[src/rtl/uart_txer.sv]
// UART transmitter: 8N1 framing with a one-byte holding register so that
// consecutive frames can be sent with no idle gap between stop and start bits.
module uart_txer #(
  parameter int unsigned BIT_CYCLES = 5000
) (
  input  logic       clk,
  input  logic       res,
  input  logic [7:0] data_in,
  input  logic       en_data_in,
  output logic       TX,
  output logic       busy,
  output logic       rdy
);

  localparam logic [12:0] LastCnt = 13'(BIT_CYCLES - 1);

  typedef enum logic [1:0] {StIdle, StStart, StData, StStop} state_e;

  state_e      state_q, state_d;
  logic [12:0] cnt_q, cnt_d;
  logic [2:0]  idx_q, idx_d;
  logic [7:0]  shift_q, shift_d;
  logic [7:0]  hold_q, hold_d;
  logic        hold_full_q, hold_full_d;
  logic        tx_q, tx_d;
  logic        accept;
  logic        bit_end;

  assign accept  = en_data_in & ~hold_full_q;
  assign bit_end = (cnt_q == LastCnt);

  always_comb begin
    state_d     = state_q;
    cnt_d       = cnt_q;
    idx_d       = idx_q;
    shift_d     = shift_q;
    hold_d      = hold_q;
    hold_full_d = hold_full_q;
    tx_d        = tx_q;

    unique case (state_q)
      StIdle: begin
        if (accept) begin
          shift_d = data_in;
          cnt_d   = 13'd0;
          tx_d    = 1'b0;
          state_d = StStart;
        end
      end
      StStart: begin
        if (bit_end) begin
          cnt_d   = 13'd0;
          idx_d   = 3'd0;
          tx_d    = shift_q[0];
          state_d = StData;
        end else begin
          cnt_d = cnt_q + 13'd1;
        end
      end
      StData: begin
        if (bit_end) begin
          cnt_d = 13'd0;
          if (idx_q == 3'd7) begin
            tx_d    = 1'b1;
            state_d = StStop;
          end else begin
            idx_d   = idx_q + 3'd1;
            shift_d = {1'b0, shift_q[7:1]};
            tx_d    = shift_q[1];
          end
        end else begin
          cnt_d = cnt_q + 13'd1;
        end
      end
      StStop: begin
        if (bit_end) begin
          cnt_d = 13'd0;
          if (hold_full_q) begin
            shift_d     = hold_q;
            hold_full_d = 1'b0;
            tx_d        = 1'b0;
            state_d     = StStart;
          end else if (en_data_in) begin
            shift_d = data_in;
            tx_d    = 1'b0;
            state_d = StStart;
          end else begin
            state_d = StIdle;
          end
        end else begin
          cnt_d = cnt_q + 13'd1;
        end
      end
      default: state_d = StIdle;
    endcase

    // Mid-frame writes park in the holding register; the final stop cycle
    // instead hands the byte straight to the shifter above.
    if (accept && (state_q != StIdle) && !((state_q == StStop) && bit_end)) begin
      hold_d      = data_in;
      hold_full_d = 1'b1;
    end
  end

  always_ff @(posedge clk or negedge res) begin
    if (!res) begin
      state_q     <= StIdle;
      cnt_q       <= 13'd0;
      idx_q       <= 3'd0;
      shift_q     <= 8'd0;
      hold_q      <= 8'd0;
      hold_full_q <= 1'b0;
      tx_q        <= 1'b1;
    end else begin
      state_q     <= state_d;
      cnt_q       <= cnt_d;
      idx_q       <= idx_d;
      shift_q     <= shift_d;
      hold_q      <= hold_d;
      hold_full_q <= hold_full_d;
      tx_q        <= tx_d;
    end
  end

  assign TX   = tx_q;
  assign busy = (state_q != StIdle);
  assign rdy  = ~hold_full_q;

endmodule
[config.mk]
export PLATFORM = sky130hd
export DESIGN_NAME = uart_txer
export DESIGN_NICKNAME = d
export VERILOG_FILES = /design/src/rtl/uart_txer.sv
export SDC_FILE = /design/constraint.sdc
export NUM_CORES = 1
export LEC_CHECK = 0
export CAP_MARGIN = 20
export CORE_MARGIN = 5
export CORE_UTILIZATION = 45
export DETAILED_ROUTE_END_ITERATION = 6
export PLACE_DENSITY = 0.7
export SLEW_MARGIN = 0
export SYNTH_ARGS = -nofsm -noshare
export SYNTH_HDL_FRONTEND = slang
export SYNTH_SLANG_ARGS = --single-unit
[constraint.sdc]
create_clock -name clk -period 2.35 [get_ports clk]
set_clock_uncertainty 0.1 [all_clocks]
set_input_delay 0.47 -clock clk [delete_from_list [all_inputs] [get_ports clk]]
set_output_delay 0.47 -clock clk [all_outputs]
set_load 0.05 [all_outputs]
# Word-level counts from Yosys, hierarchy flattened

Index checks and enable logic that the tools add are counted.
W data, S select, Z words.

Register bits: 36
Bits of input ports: 11
Output and inout bits: 3
Logic and storage cells: 72

Add/subtract/negate cells: 2
Equal/unequal tests: 12
Multiplexer cells: 33
Bitwise operators: 2
Reduce and logical (&&, ||, !) cells: 16

Operators by type and width:

| kind                    | count |
|---|---|
| $mux W8                 | 6 |
| $mux W13                | 2 |
| $pmux W13 S2            | 1 |
| $pmux W8 S3             | 1 |
| $add A13 B1 Y13 const B | 1 |
| $eq A13 B13 Y1 const B  | 1 |
| $mux W1                 | 12 |
| $ne A2 B2 Y1 const B    | 6 |
| $mux W2                 | 5 |
| $reduce_and A5 Y1       | 2 |
| $mux W3                 | 3 |
| $pmux W2 S4             | 1 |
| $reduce_bool A2 Y1      | 4 |
| $pmux W3 S2             | 1 |
| $reduce_and A6 Y1       | 1 |
| $eq A2 B2 Y1 const B    | 2 |
| $pmux W1 S4             | 1 |
| $reduce_and A4 Y1       | 1 |
| $add A3 B1 Y3 const B   | 1 |
| $eq A3 B3 Y1 const B    | 1 |
| $logic_and A1 B1 Y1     | 3 |
| $ne A3 B3 Y1 const B    | 1 |
| $reduce_bool A3 Y1      | 1 |
| $reduce_or A3 Y1        | 1 |
| 6 further kinds         | 6 |

# Longest topological paths before layout

Depth in word-level cells: 6
Gate-level depth with buffers: 7
Depth with buffers taken out: 6

# Worst setup path before layout

Ideal clock, no wire load.

Path type: register -> register
Start: reg state_q[0]
End: reg hold_q[0]
Setup time: 0.125 ns
Arrival time: 1.880 ns
Data required time: 2.125 ns
Setup slack: 0.246 ns
Stages on the path, launching flop included: 6
Clock period less this slack: 2.104 ns
Path through: dfrtp_1 inv_1 ha_1 inv_1 nand4_1 mux2_2

RTL lines:

| item                              | line | text |
|---|---|---|
| start, declared                   | 19   | `state_e state_q, state_d;` |
| start signal, assigned            | 107  | `state_q <= StIdle;` |
| start signal, assigned            | 115  | `state_q <= state_d;` |
| $reduce_bool A2 Y1                | --   |  |
| net busy                          | 11   | `output logic busy,` |
| $logic_and A1 B1 Y1 (2 in series) | 99   | `if (accept && (state_q != StIdle) && !((state_q == StStop) && bit_end)) begin` |
| end signal, assigned              | 119  | `hold_q <= hold_d;` |
| end, declared                     | 23   | `logic [7:0] hold_q, hold_d;` |

The timed path passes the listed nets, and every way through them passes these cells.
A chain may end at the register's enable or synchronous reset.

# Worst setup path in the final report

Start: reg cnt_q[0]
End: reg shift_q[4]

Longest elaborated chain between the ends: 3

RTL lines:

| item                                   | line | text |
|---|---|---|
| start, declared                        | 20   | `logic [12:0] cnt_q, cnt_d;` |
| start signal, assigned                 | 116  | `cnt_q <= cnt_d;` |
| $eq A13 B13 Y1 (*)                     | 30   | `assign bit_end = (cnt_q == LastCnt);` |
| $ne A2 B2 Y1 (no source line)          | --   |  |
| $reduce_and A6 Y1 (no source line) (*) | --   |  |
| end signal, assigned                   | 118  | `shift_q <= shift_d;` |
| end, declared                          | 22   | `logic [7:0] shift_q, shift_d;` |

Mark *: on every way between the ends. The rest lies on a longest branch, timed or not.

==> run_results.csv <==
group,metric,value,unit
synthesis,synthMuxAreaShare,13.99,%
die,fp.dieArea,0.006093,sq mm
critical_path,crit_path_start_kind,"flip-flop",
placement,dp_slack,0.04526,ns
critical_path,critPathTopFamily,"simple AND/OR/NAND/NOR gates",
synthesis,synth.distinct_cells,44,
final_layout,drive_above_1_share,23.68,%
sta,min_period_over_period,96.25,%
sta,tightest_slew,0.8040,ns
cts,cts_num_sinks,36,
routing,remaining_drc_errors,0,
synthesis,syn_avg_cell_area,10.32,sq um
routing,wl_per_cell,16.29,um
synthesis,synth_seq_cells,36,
synthesis,yosys_warnings,0,
final_layout,seq_area,902.1,sq um
placement,place.gp.congestion,0.8648,
critical_path,endpoint_kind,"flip-flop",
final_layout,nNetsFinal,247,
global_route,grt_pass1_wl,7.948,mm
global_route,grt_use_total,15.91,%
sta,final-max-slew-violation-count,0,
synthesis,yosysMostFrequentCell,"dfrtp_1",
synthesis,syn-num-nets,222,
synthesis,synth_top_family_by_area,"compound AO/OA/AOI/OAI gates",
outcome,outcome,"finished clean",
critical_path,worstPathArrival,2.34,ns
global_route,antenna_found_initial,0,
critical_path,path_buf_inv,1,
sta,finalCriticalPeriod,2.262,ns
sta,hold_viol,0,
synthesis,synth_top_cells_by_count,"dfrtp_1, nand2_1, mux2_2, a21oi_1, o21ai_0",
synthesis,synth-simple-area-share,16.63,%
final_layout,design_area,0.002475,sq mm
sta,relSlewSlack,46.40,%
synthesis,synth-compound-area-share,17.71,%
routing,vias,1674,
cts,holdBufCountCts,0,
die,io_pins,14,
global_route,grt_pass1_vias,1606,
routing,ant_nets,0,
die,die_h,78.06,um
critical_path,path_class,"flip-flop to flip-flop",
final_layout,n_antenna_cell,0,
synthesis,synth_top_area_cell,"dfrtp_1",
sta,setup_viol,0,
critical_path,required,2.43,ns
cts,root_buffer,"clkbuf_8",
synthesis,synth-edff-count,0,
placement,portBuffers,13,
run,maxCapViolations,0,
global_route,grt_start_max_net_pins,37,
synthesis,syn_area,0.002084,sq mm
final_layout,utilization,56.07,%
synthesis,synth_xor_area_share,0.4202,%
die,coreArea,0.004414,sq mm
die,die-width,78.06,um
cts,clkTransAtPathRegs,0.08,ns
critical_path,crit_path_top_delay_cell,"or4bb_1",
routing,routed_wl,4.561,mm
pwr,p_total,1257,uW
critical_path,crit_path_max_fanout,8,
critical_path,path_cells,"ha_2 > or4bb_1 > nor4_4 > buf_4 > o211ai_4 > mux2_1",
placement,place_area,0.002346,sq mm
die,rows,24,
synthesis,ys.flop_type,"dfrtp_1",
critical_path,max_stage_delay,0.47,ns
final_layout,multi_input_area,0.001131,sq mm
die,start_util,47.22,%
final_layout,area.growth.synth_to_final,18.73,%
synthesis,synth.area.top_cells,"dfrtp_1, mux2_2, ha_1, nand2_1, a21oi_1",
synthesis,yosysTopAreaCellShare,42.02,%
cts,clockBufferDepth,2,
sta,postLayoutSetupSlackWorst,0.08815,ns
synthesis,synth_cells,202,
placement,dp_hpwl,3.170,mm
synthesis,seq_area_frac_synth,43.28,%
routing,via_per_inst,5.979,
cts,tritoncts,"built",
cts,clk-insertion-delay-late,0.29,ns
sta,fmax,442.1,MHz
final_layout,nFillCells,399,
pwr,p_leak,0.001091,uW
routing,drtPass1Iterations,4,
pwr,peakVddDrop,0.3451,mV
cts,cts-buffers-inserted,5,
pwr,powerDensity,508.0,mW/mm^2
hold_path,min_path_type,"primary input to asynchronous set/reset pin",
synthesis,synthAdderAreaFrac,5.402,%
synthesis,async_flop_share,100.0,%
routing,drt_iter0_drc,72,
global_route,overflow,0,
cts,cts_max_level,2,
report_power, final:
part           switching, uW  total [uW]  internal [uW]
logic                   27.8        65.2           37.4
clock network            236         550            314
registers               7.09         642            635
state kept, by name, indices dropped and copies added (netlist names):
register	flops
cnt_q	13
TX	1
shift_q	8
hold_full_q	1
idx_q	3
state_q	2
hold_q	8
cells in the final DEF (no fill, tap or decap), types with 3 or more instances in the layout:
cell type / netlist / routed
o21ai_1: 3 / 3
dfrtp_1: 35 / 35
clkbuf_8: 0 / 5
a21oi_1: 12 / 12
a22o_1: 6 / 6
o21ai_0: 12 / 12
inv_1: 6 / 6
ha_1: 9 / 8
a31oi_1: 5 / 5
clkdlybuf4s50_1: 0 / 10
or3_1: 3 / 3
nand3_1: 7 / 7
a22oi_1: 6 / 6
buf_4: 0 / 13
mux2_2: 24 / 24
a41oi_1: 3 / 3
nand2_1: 26 / 26
nand4_1: 5 / 5
worst paths after layout:
kind,cells after the start,endpoint,start,slack (ns)
worst max-delay path,6,shift_q[4]$_DFFE_PN0P_,cnt_q[0]$_DFFE_PN0P_,0.09
worst min-delay path,1,cnt_q[7]$_DFFE_PN0P_,res,0.17
worst max register to register,6,shift_q[4]$_DFFE_PN0P_,cnt_q[0]$_DFFE_PN0P_,0.09
worst min register to register,1,hold_q[5]$_DFFE_PN0P_,hold_q[5]$_DFFE_PN0P_,0.40
max in group asynchronous,1,cnt_q[6]$_DFFE_PN0P_,res,1.48
min in group clk,1,hold_q[5]$_DFFE_PN0P_,hold_q[5]$_DFFE_PN0P_,0.40
area by class of cell:
cell class | instances | share of cell area, %
Timing Repair Buffer | 26 | 9.808
Sequential cell | 36 | 36.45
Tap cell | 52 | 2.629
Clock buffer | 5 | 2.781
Inverter | 6 | 0.9100
Clock inverter | 3 | 1.719
Multi-Input combinational cell | 152 | 45.70
metal layers:
| layer | global-route usage, % | wire length (um) | up-vias |
|---|---|---|---|
| met4 | 5.236 | 57 | 0 |
| met2 | 23.43 | 2041 | 42 |
| met5 | 0 | 0 | - |
| li1 | - | - | 809 |
| met1 | 23.14 | 2243 | 814 |
| met3 | 3.547 | 219 | 9 |
stage by stage:
stage	hold WS, ns	cells	setup TNS [ns]
after CTS	0.1891	278	0
after global placement	0.3830	270	0
after global routing	0.2381	280	-0.01817
after floorplan	0.07441	202	0
final	0.1670	280	0
after detailed placement	0.3871	270	0
worst register-to-register path: stages (launching register included):
cell      delay (ns)
dfrtp_1         0.42
ha_2            0.26
or4bb_1         0.47
nor4_4          0.22
buf_4           0.18
o211ai_4        0.14
mux2_1          0.36
cell families (layout without fill, tap and decap cells):
| family | after synthesis | after routing |
|---|---|---|
| flops | 36 | 36 |
| mux | 26 | 26 |
| buf+inv | 14 | 40 |
| simple gates | 61 | 61 |
| fa+ha+maj | 9 | 9 |
| compound gates | 55 | 55 |
| xor+xnor | 1 | 1 |
repair_timing:
action	CTS	global route
endpoints found under the setup margin	0	9
hold endpoints to repair	0	0
setup buffers	0	2
gates resized for setup	0	1
Note: power is estimated with default switching activity, not from simulation.
